==> config.mk <==
export PLATFORM = sky130hd
export DESIGN_NAME = pic_8259a_ack_sequencer
export DESIGN_NICKNAME = d
export VERILOG_FILES = /design/src/rtl/pic_8259a_pkg.sv /design/src/rtl/pic_8259a_ocw2_decoder.sv /design/src/rtl/pic_8259a_ack_sequencer.sv
export SDC_FILE = /design/constraint.sdc
export NUM_CORES = 1
export LEC_CHECK = 0
export ABC_AREA = 1
export ABC_CLOCK_PERIOD_IN_PS = 2950
export BUFFER_PORTS_ARGS = -buffer_cell sky130_fd_sc_hd__clkbuf_2
export CORE_MARGIN = 3
export CORE_UTILIZATION = 40
export CTS_BUF_LIST = sky130_fd_sc_hd__clkbuf_2
export CTS_CLUSTER_DIAMETER = 120
export CTS_CLUSTER_SIZE = 12
export DETAILED_ROUTE_END_ITERATION = 10
export GPL_TIMING_DRIVEN = 0
export PLACE_DENSITY = 0.68
export SLEW_MARGIN = 0
export SYNTH_ARGS = -nofsm -noshare
export SYNTH_HDL_FRONTEND = slang
export SYNTH_SLANG_ARGS = --single-unit
==> constraint.sdc <==
create_clock -name clock -period 2.95 [get_ports clock]
set_clock_uncertainty 0.1 [all_clocks]
set_input_delay 0.4425 -clock clock [delete_from_list [all_inputs] [get_ports clock]]
set_output_delay 0.4425 -clock clock [all_outputs]
set_load 0.005 [all_outputs]
==> src/rtl/pic_8259a_pkg.sv <==
// Shared types and helpers for the 8259A acknowledge sequencer: ack FSM states,
// OCW2 command encodings, and the decoded OCW2 action record.
package pic_8259a_pkg;

  typedef enum logic [1:0] {
    IDLE = 2'd0,
    ACK1 = 2'd1,
    ACK2 = 2'd2,
    ACK3 = 2'd3
  } ack_state_t;

  // OCW2 {R, SL, EOI} command field
  localparam logic [2:0] OCW2_AEOI_ROT_CLR = 3'b000;
  localparam logic [2:0] OCW2_NS_EOI       = 3'b001;
  localparam logic [2:0] OCW2_NOP          = 3'b010;
  localparam logic [2:0] OCW2_SP_EOI       = 3'b011;
  localparam logic [2:0] OCW2_AEOI_ROT_SET = 3'b100;
  localparam logic [2:0] OCW2_ROT_NS_EOI   = 3'b101;
  localparam logic [2:0] OCW2_SET_PRIO     = 3'b110;
  localparam logic [2:0] OCW2_ROT_SP_EOI   = 3'b111;

  typedef struct packed {
    logic [7:0] eoi;
    logic       rotate_load;
    logic [2:0] rotate_value;
    logic       aeoi_rotate_set;
    logic       aeoi_rotate_clear;
  } ocw2_action_t;

  function automatic logic [2:0] onehot_to_index(input logic [7:0] onehot);
    logic [2:0] idx;
    idx = '0;
    for (int i = 0; i < 8; i++) begin
      if (onehot[i]) idx = 3'(i);
    end
    return idx;
  endfunction

endpackage

==> src/rtl/pic_8259a_ocw2_decoder.sv <==
// Combinational OCW2 decode: turns a write strobe and command byte into the
// EOI vector, rotate update and AEOI-rotate mode flags for this cycle.
module pic_8259a_ocw2_decoder
  import pic_8259a_pkg::*;
(
  input  logic         ocw2_write,
  input  logic [7:0]   ocw2_data,
  input  logic [7:0]   highest_level_in_service,
  output ocw2_action_t action
);

  logic [2:0] level;
  logic       unused_ocw2_bits;

  assign level            = ocw2_data[2:0];
  assign unused_ocw2_bits = ^ocw2_data[4:3];

  // NOTE: every field gets a default before the case so no path leaves a latch.
  always_comb begin
    action = '0;
    if (ocw2_write) begin
      case (ocw2_data[7:5])
        OCW2_NS_EOI: action.eoi = highest_level_in_service;
        OCW2_SP_EOI: action.eoi = 8'b1 << level;
        OCW2_ROT_NS_EOI: begin
          action.eoi          = highest_level_in_service;
          action.rotate_load  = |highest_level_in_service;
          action.rotate_value = onehot_to_index(highest_level_in_service);
        end
        OCW2_ROT_SP_EOI: begin
          action.eoi          = 8'b1 << level;
          action.rotate_load  = 1'b1;
          action.rotate_value = level;
        end
        OCW2_SET_PRIO: begin
          action.rotate_load  = 1'b1;
          action.rotate_value = level;
        end
        OCW2_AEOI_ROT_SET: action.aeoi_rotate_set   = 1'b1;
        OCW2_AEOI_ROT_CLR: action.aeoi_rotate_clear = 1'b1;
        default: ;
      endcase
    end
  end

endmodule

==> src/rtl/pic_8259a_ack_sequencer.sv <==
// 8259A in-service sequencer: INTA handshake FSM (8080/8086), latch and EOI
// pulses, automatic EOI, and ownership of the priority rotation pointer.
module pic_8259a_ack_sequencer
  import pic_8259a_pkg::*;
#(
  parameter logic [2:0] ROTATE_RESET   = 3'd7,
  parameter logic [2:0] SPURIOUS_LEVEL = 3'd7
) (
  input  logic       clock,
  input  logic       reset,
  input  logic       interrupt_acknowledge_n,
  input  logic       mode_8086,
  input  logic       auto_eoi,
  input  logic [7:0] interrupt,
  input  logic [7:0] highest_level_in_service,
  input  logic       ocw2_write,
  input  logic [7:0] ocw2_data,
  output logic       int_out,
  output logic       latch_in_service,
  output logic [7:0] acknowledged_interrupt,
  output logic [7:0] end_of_interrupt,
  output logic [2:0] priority_rotate,
  output logic [1:0] ack_phase,
  output logic       vector_output_enable,
  output logic       spurious
);

  ack_state_t   state, state_next;
  ocw2_action_t ocw2_action;
  logic         inta_prev, inta_fall, inta_rise;
  logic         start, finish, aeoi_fire;
  logic         rotate_in_aeoi, rotate_in_aeoi_d;
  logic         int_out_d, latch_d, voe_d, spurious_d;
  logic [7:0]   ack_d, eoi_d;
  logic [2:0]   rotate_d;

  pic_8259a_ocw2_decoder u_ocw2_decoder (
    .ocw2_write               (ocw2_write),
    .ocw2_data                (ocw2_data),
    .highest_level_in_service (highest_level_in_service),
    .action                   (ocw2_action)
  );

  assign inta_fall = inta_prev & ~interrupt_acknowledge_n;
  assign inta_rise = ~inta_prev & interrupt_acknowledge_n;
  assign ack_phase = state;

  // NOTE: sequential state uses non-blocking assignments so every register
  // samples the pre-edge values regardless of statement order.
  always_ff @(posedge clock) begin
    // INTA history keeps tracking through reset so a line held low is not an edge.
    inta_prev <= interrupt_acknowledge_n;
    if (reset) begin
      state                  <= IDLE;
      int_out                <= 1'b0;
      latch_in_service       <= 1'b0;
      acknowledged_interrupt <= '0;
      end_of_interrupt       <= '0;
      priority_rotate        <= ROTATE_RESET;
      vector_output_enable   <= 1'b0;
      spurious               <= 1'b0;
      rotate_in_aeoi         <= 1'b0;
    end else begin
      state                  <= state_next;
      int_out                <= int_out_d;
      latch_in_service       <= latch_d;
      acknowledged_interrupt <= ack_d;
      end_of_interrupt       <= eoi_d;
      priority_rotate        <= rotate_d;
      vector_output_enable   <= voe_d;
      spurious               <= spurious_d;
      rotate_in_aeoi         <= rotate_in_aeoi_d;
    end
  end

  always_comb begin
    state_next = state;
    case (state)
      IDLE: if (inta_fall) state_next = ACK1;
      ACK1: if (inta_fall) state_next = ACK2;
      ACK2: begin
        if (mode_8086) begin
          if (inta_rise) state_next = IDLE;
        end else if (inta_fall) begin
          state_next = ACK3;
        end
      end
      ACK3: if (inta_rise) state_next = IDLE;
      default: state_next = IDLE;
    endcase
  end

  always_comb begin
    start     = (state == IDLE) && inta_fall;
    finish    = (state != IDLE) && (state_next == IDLE);
    aeoi_fire = finish && auto_eoi;

    int_out_d = (state == IDLE) && !inta_fall && (|interrupt);
    latch_d   = start && (|interrupt);
    voe_d     = ((state_next == ACK1) && !mode_8086) ||
                (state_next == ACK2) || (state_next == ACK3);

    ack_d = acknowledged_interrupt;
    if (start) ack_d = (|interrupt) ? interrupt : (8'b1 << SPURIOUS_LEVEL);

    spurious_d = spurious;
    if (start)       spurious_d = ~(|interrupt);
    else if (finish) spurious_d = 1'b0;

    eoi_d = ocw2_action.eoi;
    if (aeoi_fire && !spurious) eoi_d = eoi_d | acknowledged_interrupt;

    // An explicit OCW2 rotate outranks the automatic one in the same cycle.
    rotate_d = priority_rotate;
    if (ocw2_action.rotate_load)           rotate_d = ocw2_action.rotate_value;
    else if (aeoi_fire && rotate_in_aeoi)  rotate_d = onehot_to_index(acknowledged_interrupt);

    rotate_in_aeoi_d = rotate_in_aeoi;
    if (ocw2_action.aeoi_rotate_set)        rotate_in_aeoi_d = 1'b1;
    else if (ocw2_action.aeoi_rotate_clear) rotate_in_aeoi_d = 1'b0;
  end

endmodule
Word level (Yosys, flattened, before mapping)
Cells that the tools add are included.

Bits in registers: 27. Input port bits: 30. Logic and storage cells: 88.

Equal/unequal tests: 12. Shift operators: 1. Multiplexer cells: 33. Bitwise gates (word level): 6. Reduce and logical (&&, ||, !) cells: 26.

Operator list (number): two-way mux 3 bit (12); two-way mux 8 bit (2); one-hot mux 8 bit (2 select lines) (1); OR reduction 8 bit (2); two-way mux 14 bit (1); two-way mux 2 bit (7); == test 3 bit, second input constant (4); logical AND 1 bit (9); == test 2 bit, second input constant (4); two-way mux 1 bit (8); bitwise OR 8 bit (1); one-hot mux 2 bit (4 select lines) (1); one-hot mux 4 bit (2 select lines) (1); nonzero test 2 bit (4); << shifter 1 x 3 -> 8 bit, first input constant (1); OR reduction 2 bit (3); == test 2 x 1 -> 1 bit, second input constant (2); logical NOT 2 bit (2); == test 3 x 1 -> 1 bit, second input constant (1); == test 3 x 2 -> 1 bit, second input constant (1); logical NOT 1 bit (3); logical NOT 3 bit (1); inverter 1 bit (3); AND 1 bit (2); logical OR 1 bit (2).

Longest topological paths before layout
Gate-level depths: netlist of run 1.

Depth after elaboration: 11. Mapped depth: 10. Depth with buffers taken out: 10.

Hierarchy
From an unflattened synthesis of run 1, not the netlist that was laid out.

Cell total of the unflattened synthesis: 217. Area, all modules: 1391.3 um2.

Modules (own cells, without submodules): pic_8259a_ack_sequencer (instances 1, cells each 143, area each 1077.3 um2, seq. area each 540.5 um2); pic_8259a_ocw2_decoder (instances 1, cells each 74, area each 314.1 um2, seq. area each 0.0 um2).

Least setup slack after synthesis of run 1
Ideal clock, no wire load.

Kind: input-to-reg. Start: in interrupt_acknowledge_n. End: reg acknowledged_interrupt[7]. Arrival: 1.134 ns. Setup slack: 1.598 ns. Cell stages on the path: 7. Path through: inv_1 > nand2_1 > inv_1 > nand2_1 > buf_2 > o31ai_1 > inv_1.

Cells in the longest elaborated chain, start to end: 3.

Ends and longest elaborated chain: start: declaration (line pic_8259a_ack_sequencer.sv:11) `input logic interrupt_acknowledge_n,`; inverter 1 bit (line pic_8259a_ack_sequencer.sv:44) `assign inta_fall = inta_prev & ~interrupt_acknowledge_n;`; AND 1 bit (line pic_8259a_ack_sequencer.sv:44); logical AND 1 bit (line pic_8259a_ack_sequencer.sv:94) `start = (state == IDLE) && inta_fall;`; end signal: assignment (line pic_8259a_ack_sequencer.sv:67) `acknowledged_interrupt <= ack_d;`; end: declaration (line pic_8259a_ack_sequencer.sv:20) `output logic [7:0] acknowledged_interrupt,`.

Every way passes these cells. A chain may end at the register's enable or synchronous reset.

Worst setup path after layout of run 1
Start: reg state[1], in the netlist ack_phase[1]. End: out ack_phase[1].

RTL lines: start: declaration (line pic_8259a_ack_sequencer.sv:28) `ack_state_t state, state_next;`; start signal: assignment (line pic_8259a_ack_sequencer.sv:64) `state <= state_next;`; end: declaration (line pic_8259a_ack_sequencer.sv:23) `output logic [1:0] ack_phase,`.

No word-level cell between the ends.

==> results of run 1 <==
placed cells by master (no fill, tap or decap), drive strengths merged:
cell / Yosys / final
a21oi: 19 / 19
a311oi: 1 / 1
buf: 1 / 1
clkbuf: 3 / 58
clkinv: 1 / 1
clkinvlp: 0 / 1
dfxtp: 27 / 27
inv: 32 / 32
nand2: 64 / 64
nand3: 12 / 12
nor2: 20 / 20
nor3: 4 / 4
o211ai: 1 / 1
o21a: 1 / 1
o21ai: 18 / 18
o21bai: 1 / 1
o22ai: 6 / 6
o31ai: 1 / 1
state kept, by name, summed over array words and instances, names as in the netlist:
name                    count
acknowledged_interrupt      8
int_out                     1
ack_phase                   2
spurious                    1
priority_rotate             3
vector_output_enable        1
latch_in_service            1
inta_prev                   1
end_of_interrupt            8
rotate_in_aeoi              1
stage by stage:
| step | hold slack, ns | total power [mW] | worst slack [ns] | area, um2 | cells |
|---|---|---|---|---|---|
| 2_1_floorplan | 0.365 | 0.534 | 1.60 | 1380 | 212 |
| 3_3_place_gp | 0.387 | 0.611 | 1.29 | 1690 | 308 |
| 3_5_place_dp | 0.383 | 0.612 | 1.31 | 1690 | 308 |
| 4_1_cts | 0.0644 | 0.757 | 1.38 | 1720 | 312 |
| 5_1_grt | 0.0212 | 0.807 | 1.29 | 1720 | 312 |
| 6_report | 0.0715 | 0.752 | 1.38 | 1720 | 312 |
final cells by class:
class                           instances  area [um2]  area share
Inverter                               33         124      0.0722
Clock buffer                            3        15.0     0.00875
Tap cell                               44        55.1      0.0321
Multi-Input combinational cell        148         698       0.407
Buffer                                  4        16.3     0.00948
Clock inverter                          1        7.51     0.00437
Sequential cell                        27         541       0.315
Timing Repair Buffer                   52         260       0.152
final timing paths:
kind / slack (ns) / to
worst min-delay path: 0.07 / inta_prev$_DFF_P_
worst max-delay path: 1.38 / ack_phase[1]
worst min register to register: 0.41 / end_of_interrupt[2]$_SDFF_PP0_
worst max register to register: 1.49 / priority_rotate[0]$_SDFFE_PP1P_
report_power, final:
group	total, mW	internal [mW]	switching [mW]
logic	0.186	0.0778	0.108
registers	0.419	0.395	0.0236
clock network	0.147	0.0314	0.115
total	0.752	0.505	0.247
kinds of logic after synthesis:
logic type,after synthesis
flops,27
buf+inv,37
simple gates,100
compound gates,48
routing by layer:
metal / vias to the layer above / track usage / wire length, um
met4: 0 / 0.0686 / 38
met3: 4 / 0.0312 / 181
met1: 632 / 0.221 / 1640
li1: 788 / - / -
met5: - / 0 / 0
met2: 46 / 0.258 / 1450
==> results.cfg, run 1 <==
[worst_setup_path]
required_ns = 2.41
rr_worst_depth = 6
crit_family = flip-flops
startpoint = ack_phase[1]$_SDFF_PP0_
critPathArrivalTime_ns = 1.03
worstPathCellList = clkbuf_2
worst_setup_path_start_kind = register
cp.depth = 1
max_stage_delay_ns = 0.51
critPathMaxFanout = 7
crit_buf_inv = 1
r2r_start = ack_phase[1]$_SDFF_PP0_
critPathSlowestCell = dfxtp_1
end_kind = output port
crit_type = reg -> out

[synthesis]
yosys-top-cells-area = dfxtp_1 (39%), nand2_1 (17%), inv_1 (8.4%)
yosysSeqAreaShare = 0.392
ys_top_cells_by_count = nand2_1 (62), inv_1 (31), dfxtp_1 (27), a21oi_1 (19)
syn_inst = 212
synth_top_family_by_area = simple AND/OR/NAND/NOR gates
synthMuxAreaShare = 0
synth-compound-area-share = 0.190
yosys.area.top_type_share = 0.392
ys_warn_count = 0
synth.avg_cell_area_um2 = 6.50
synthAdderAreaFrac = 0
ys.flop_type = dfxtp_1
synth_xor_area_frac = 0
synthArstFlopShare = 0
synth-simple-area-share = 0.317
synth_area_um2 = 1380
synth-edff-count = 0
yosysMostFrequentCell = nand2_1
syn-num-nets = 242
yosys_register_bits = 27
synth_top_area_cell = dfxtp_1
synth_cell_types = 23

[cts]
clockBufferDepth = 2
cts_resized = 0
cts_buffers = 3
htreeDepth = 1
clock_latency_ns = 0.36
postCtsSetupRepairBufs = 0
cts_tree = done
cts-root-buf = clkbuf_2
clkSinkCount = 27
clk_pin_slew_ns = 0.26
hold_buffers = 0

[placed_design]
io_buffer_count = 52
place_congestion = 0.859
dp_hpwl_um = 2770

[detailed_routing]
wl_per_cell_um = 10.6
ant_nets = 0
drcViolationCount = 0
drtIter0Drc = 103
firstDrtPassIters = 4
wl_um = 3310
vias = 1470
drt-vias-per-instance = 4.71

[floorplanning]
start_util = 0.434
dieArea_um2 = 4190
ios = 55
core_region_area_um2 = 3180
rows = 20
fp.dieW_um = 64.7
fp.dieH_um = 64.7

[global_route]
grt_start_max_net_pins = 17
grt_pass1_vias = 1313
grt_overflow = 0
antenna_found_initial = 0
globalRouteTotalUtil = 0.165
grt_pass1_wl_um = 5500

[cells_and_area]
n_antenna_cell = 0
drive_gt1_frac = 0.239
nFillCells = 355
nets = 299
areaGrowthSynthToFinish_pct = 24.5
post-route-util = 0.540

[hold_path]
hp-start = interrupt_acknowledge_n
hold_class = in -> reg
whs_path_depth = 1

[timing]
finalHoldViolCount = 0
slew_headroom = 0.636
tightest_slew_ns = 0.542
period_needed_ns = 1.57
rsz0062_at_grt = false
finalSetupViolCount = 0
finalCritPeriodShare = 0.532
fin_tns_setup_ns = 0
drv_slew = 0
fmax_mhz = 638

[power_and_ir_drop]
leakage_nw = 0.905
ir_drop_v = 0.000289
cellPowerDensity_nw_per_um2 = 438

[outcome]
status = complete, no violations

[flow_run]
drv_cap = 0
(Power assumes the default switching activity.)
==> run 2, diff against run 1 <==
Settings changed: ABC_CLOCK_PERIOD_IN_PS 2950 to 1500.
Clock period 2.95 ns to 1.5 ns, I/O delays scaled along.
==> run 2 against run 1 <==
Net effect: design area rose by 3.9%; worst setup slack got worse by 1.2 ns; clock power rose by 93%; global-route usage is 0.15 points higher; critical path depth up 6; via count rose by 1.4%; clock-buffer cell count unchanged; cell count up 1.6%; register-to-register slack worse by 1.4 ns; die area stayed put; flip-flop and latch count unchanged; first-iteration DRC count rose by 15%; critical path type is now reg -> reg; largest power group unchanged; highest routed layer unchanged.
==> results.cfg, run 2 (synthesis results as in run 1) <==
[floorplanning]
fp.dieH_um = 64.7
ios = 55
dieArea_um2 = 4190
core_region_area_um2 = 3180
rows = 20
start_util = 0.434
fp.dieW_um = 64.7

[detailed_routing]
wl_um = 3330
ant_nets = 0
wl_per_cell_um = 10.5
firstDrtPassIters = 4
drcViolationCount = 0
vias = 1491
drt-vias-per-instance = 4.70
drtIter0Drc = 118

[cts]
clkSinkCount = 27
clockBufferDepth = 2
clk_pin_slew_ns = 0.26
cts_buffers = 3
clock_latency_ns = 0.36
cts_tree = done
postCtsSetupRepairBufs = 0
cts-root-buf = clkbuf_2
htreeDepth = 1

[cells_and_area]
nets = 304
drive_gt1_frac = 0.260
final_cell_count_no_fill = 317
layout_common_cells = nand2_1 (61), clkbuf_2 (56), inv_1 (31), dfxtp_1 (24)
nFillCells = 349
final_common_cell = nand2_1
areaGrowthSynthToFinish_pct = 29.3
stdcell_area_um2 = 1780
top_regs = acknowledged_interrupt x8, end_of_interrupt x8, priority_rotate x3
n_antenna_cell = 0

[worst_setup_path]
end_kind = register
required_ns = 1.74
critPathArrivalTime_ns = 1.61
crit_type = reg -> reg
critPathMaxFanout = 5
worst_setup_path_start_kind = register

[placed_design]
place_area_um2 = 1690
place_congestion = 0.859
place_inst = 308
io_buffer_count = 52
dp_hpwl_um = 2770

[timing]
slew_headroom = 0.707
finalSetupViolCount = 0
fin_hold_ws_ns = 0.0233
period_needed_ns = 1.37
rsz0062_at_grt = true
tightest_slew_ns = 0.439
finalHoldViolCount = 0
fmax_mhz = 732
fin_tns_setup_ns = 0
finalCritPeriodShare = 0.911
drv_slew = 0

[global_route]
grt_pass1_wl_um = 5550
grt_start_max_net_pins = 17
globalRouteTotalUtil = 0.166
grt_overflow = 0
antenna_found_initial = 0
grt_pass1_vias = 1331

[flow_run]
drv_cap = 0

[power_and_ir_drop]
leakage_nw = 0.932
ir_drop_v = 0.000573
cellPowerDensity_nw_per_um2 = 834

[outcome]
status = complete, no violations

[hold_path]
hold_class = in -> reg
## run 2: layout make-up
type	instances	area (um2)	share of cell area
Multi-Input combinational cell	148	709	0.398
Clock buffer	3	15.0	0.00842
Sequential cell	27	544	0.305
Tap cell	44	55.1	0.0309
Clock inverter	1	7.51	0.00421
Inverter	33	124	0.0695
Timing Repair Buffer	57	310	0.174
Buffer	4	17.5	0.00982
## run 2: repair_timing
item | in CTS | in global routing
setup endpoints to repair | 0 | 16
hold buffers | 5 | 0
hold endpoints to repair | 5 | 0
gates resized for setup | 0 | 8
## run 2: report_power, final
part | total [mW] | switching [mW] | internal (mW)
logic | 0.378 | 0.216 | 0.162
clock network | 0.283 | 0.221 | 0.0618
registers | 0.826 | 0.0467 | 0.780
## run 2: per-layer routing
layer  track usage  part of all wire  wire, um
met1         0.221              0.49      1640
met4        0.0686             0.016        54
met3        0.0312             0.057       189
met5             0                 0         0
met2         0.263              0.43      1450
## run 2: worst paths after layout
path,startpoint,endpoint,slack (ns),cells past startpoint
worst max-delay path,inta_prev$_DFF_P_,priority_rotate[0]$_SDFFE_PP1P_,0.13,7
worst min-delay path,mode_8086,vector_output_enable$_SDFF_PP0_,0.02,4
worst min register to register,acknowledged_interrupt[2]$_SDFFE_PP0P_,end_of_interrupt[2]$_SDFF_PP0_,0.41,2
worst max register to register,inta_prev$_DFF_P_,priority_rotate[0]$_SDFFE_PP1P_,0.13,7
## run 2: stage by stage
stage	setup slack (ns)	util	power (mW)
CTS	0.0320	0.556	1.50
floorplan	0.266	-	1.05
finish	0.133	0.561	1.49
global route	-0.00920	0.561	1.60
detailed placement	0.0685	0.533	1.20
global placement	0.0550	0.533	1.20
## run 2: worst max-delay path, stage by stage, from the launching register on
cell      delay, ns
dfxtp_2        0.38
nor2_1         0.10
o211ai_1       0.17
nor2_1         0.20
nand2_2        0.11
o21ai_0        0.16
nand2_1        0.07
nand2_1        0.06
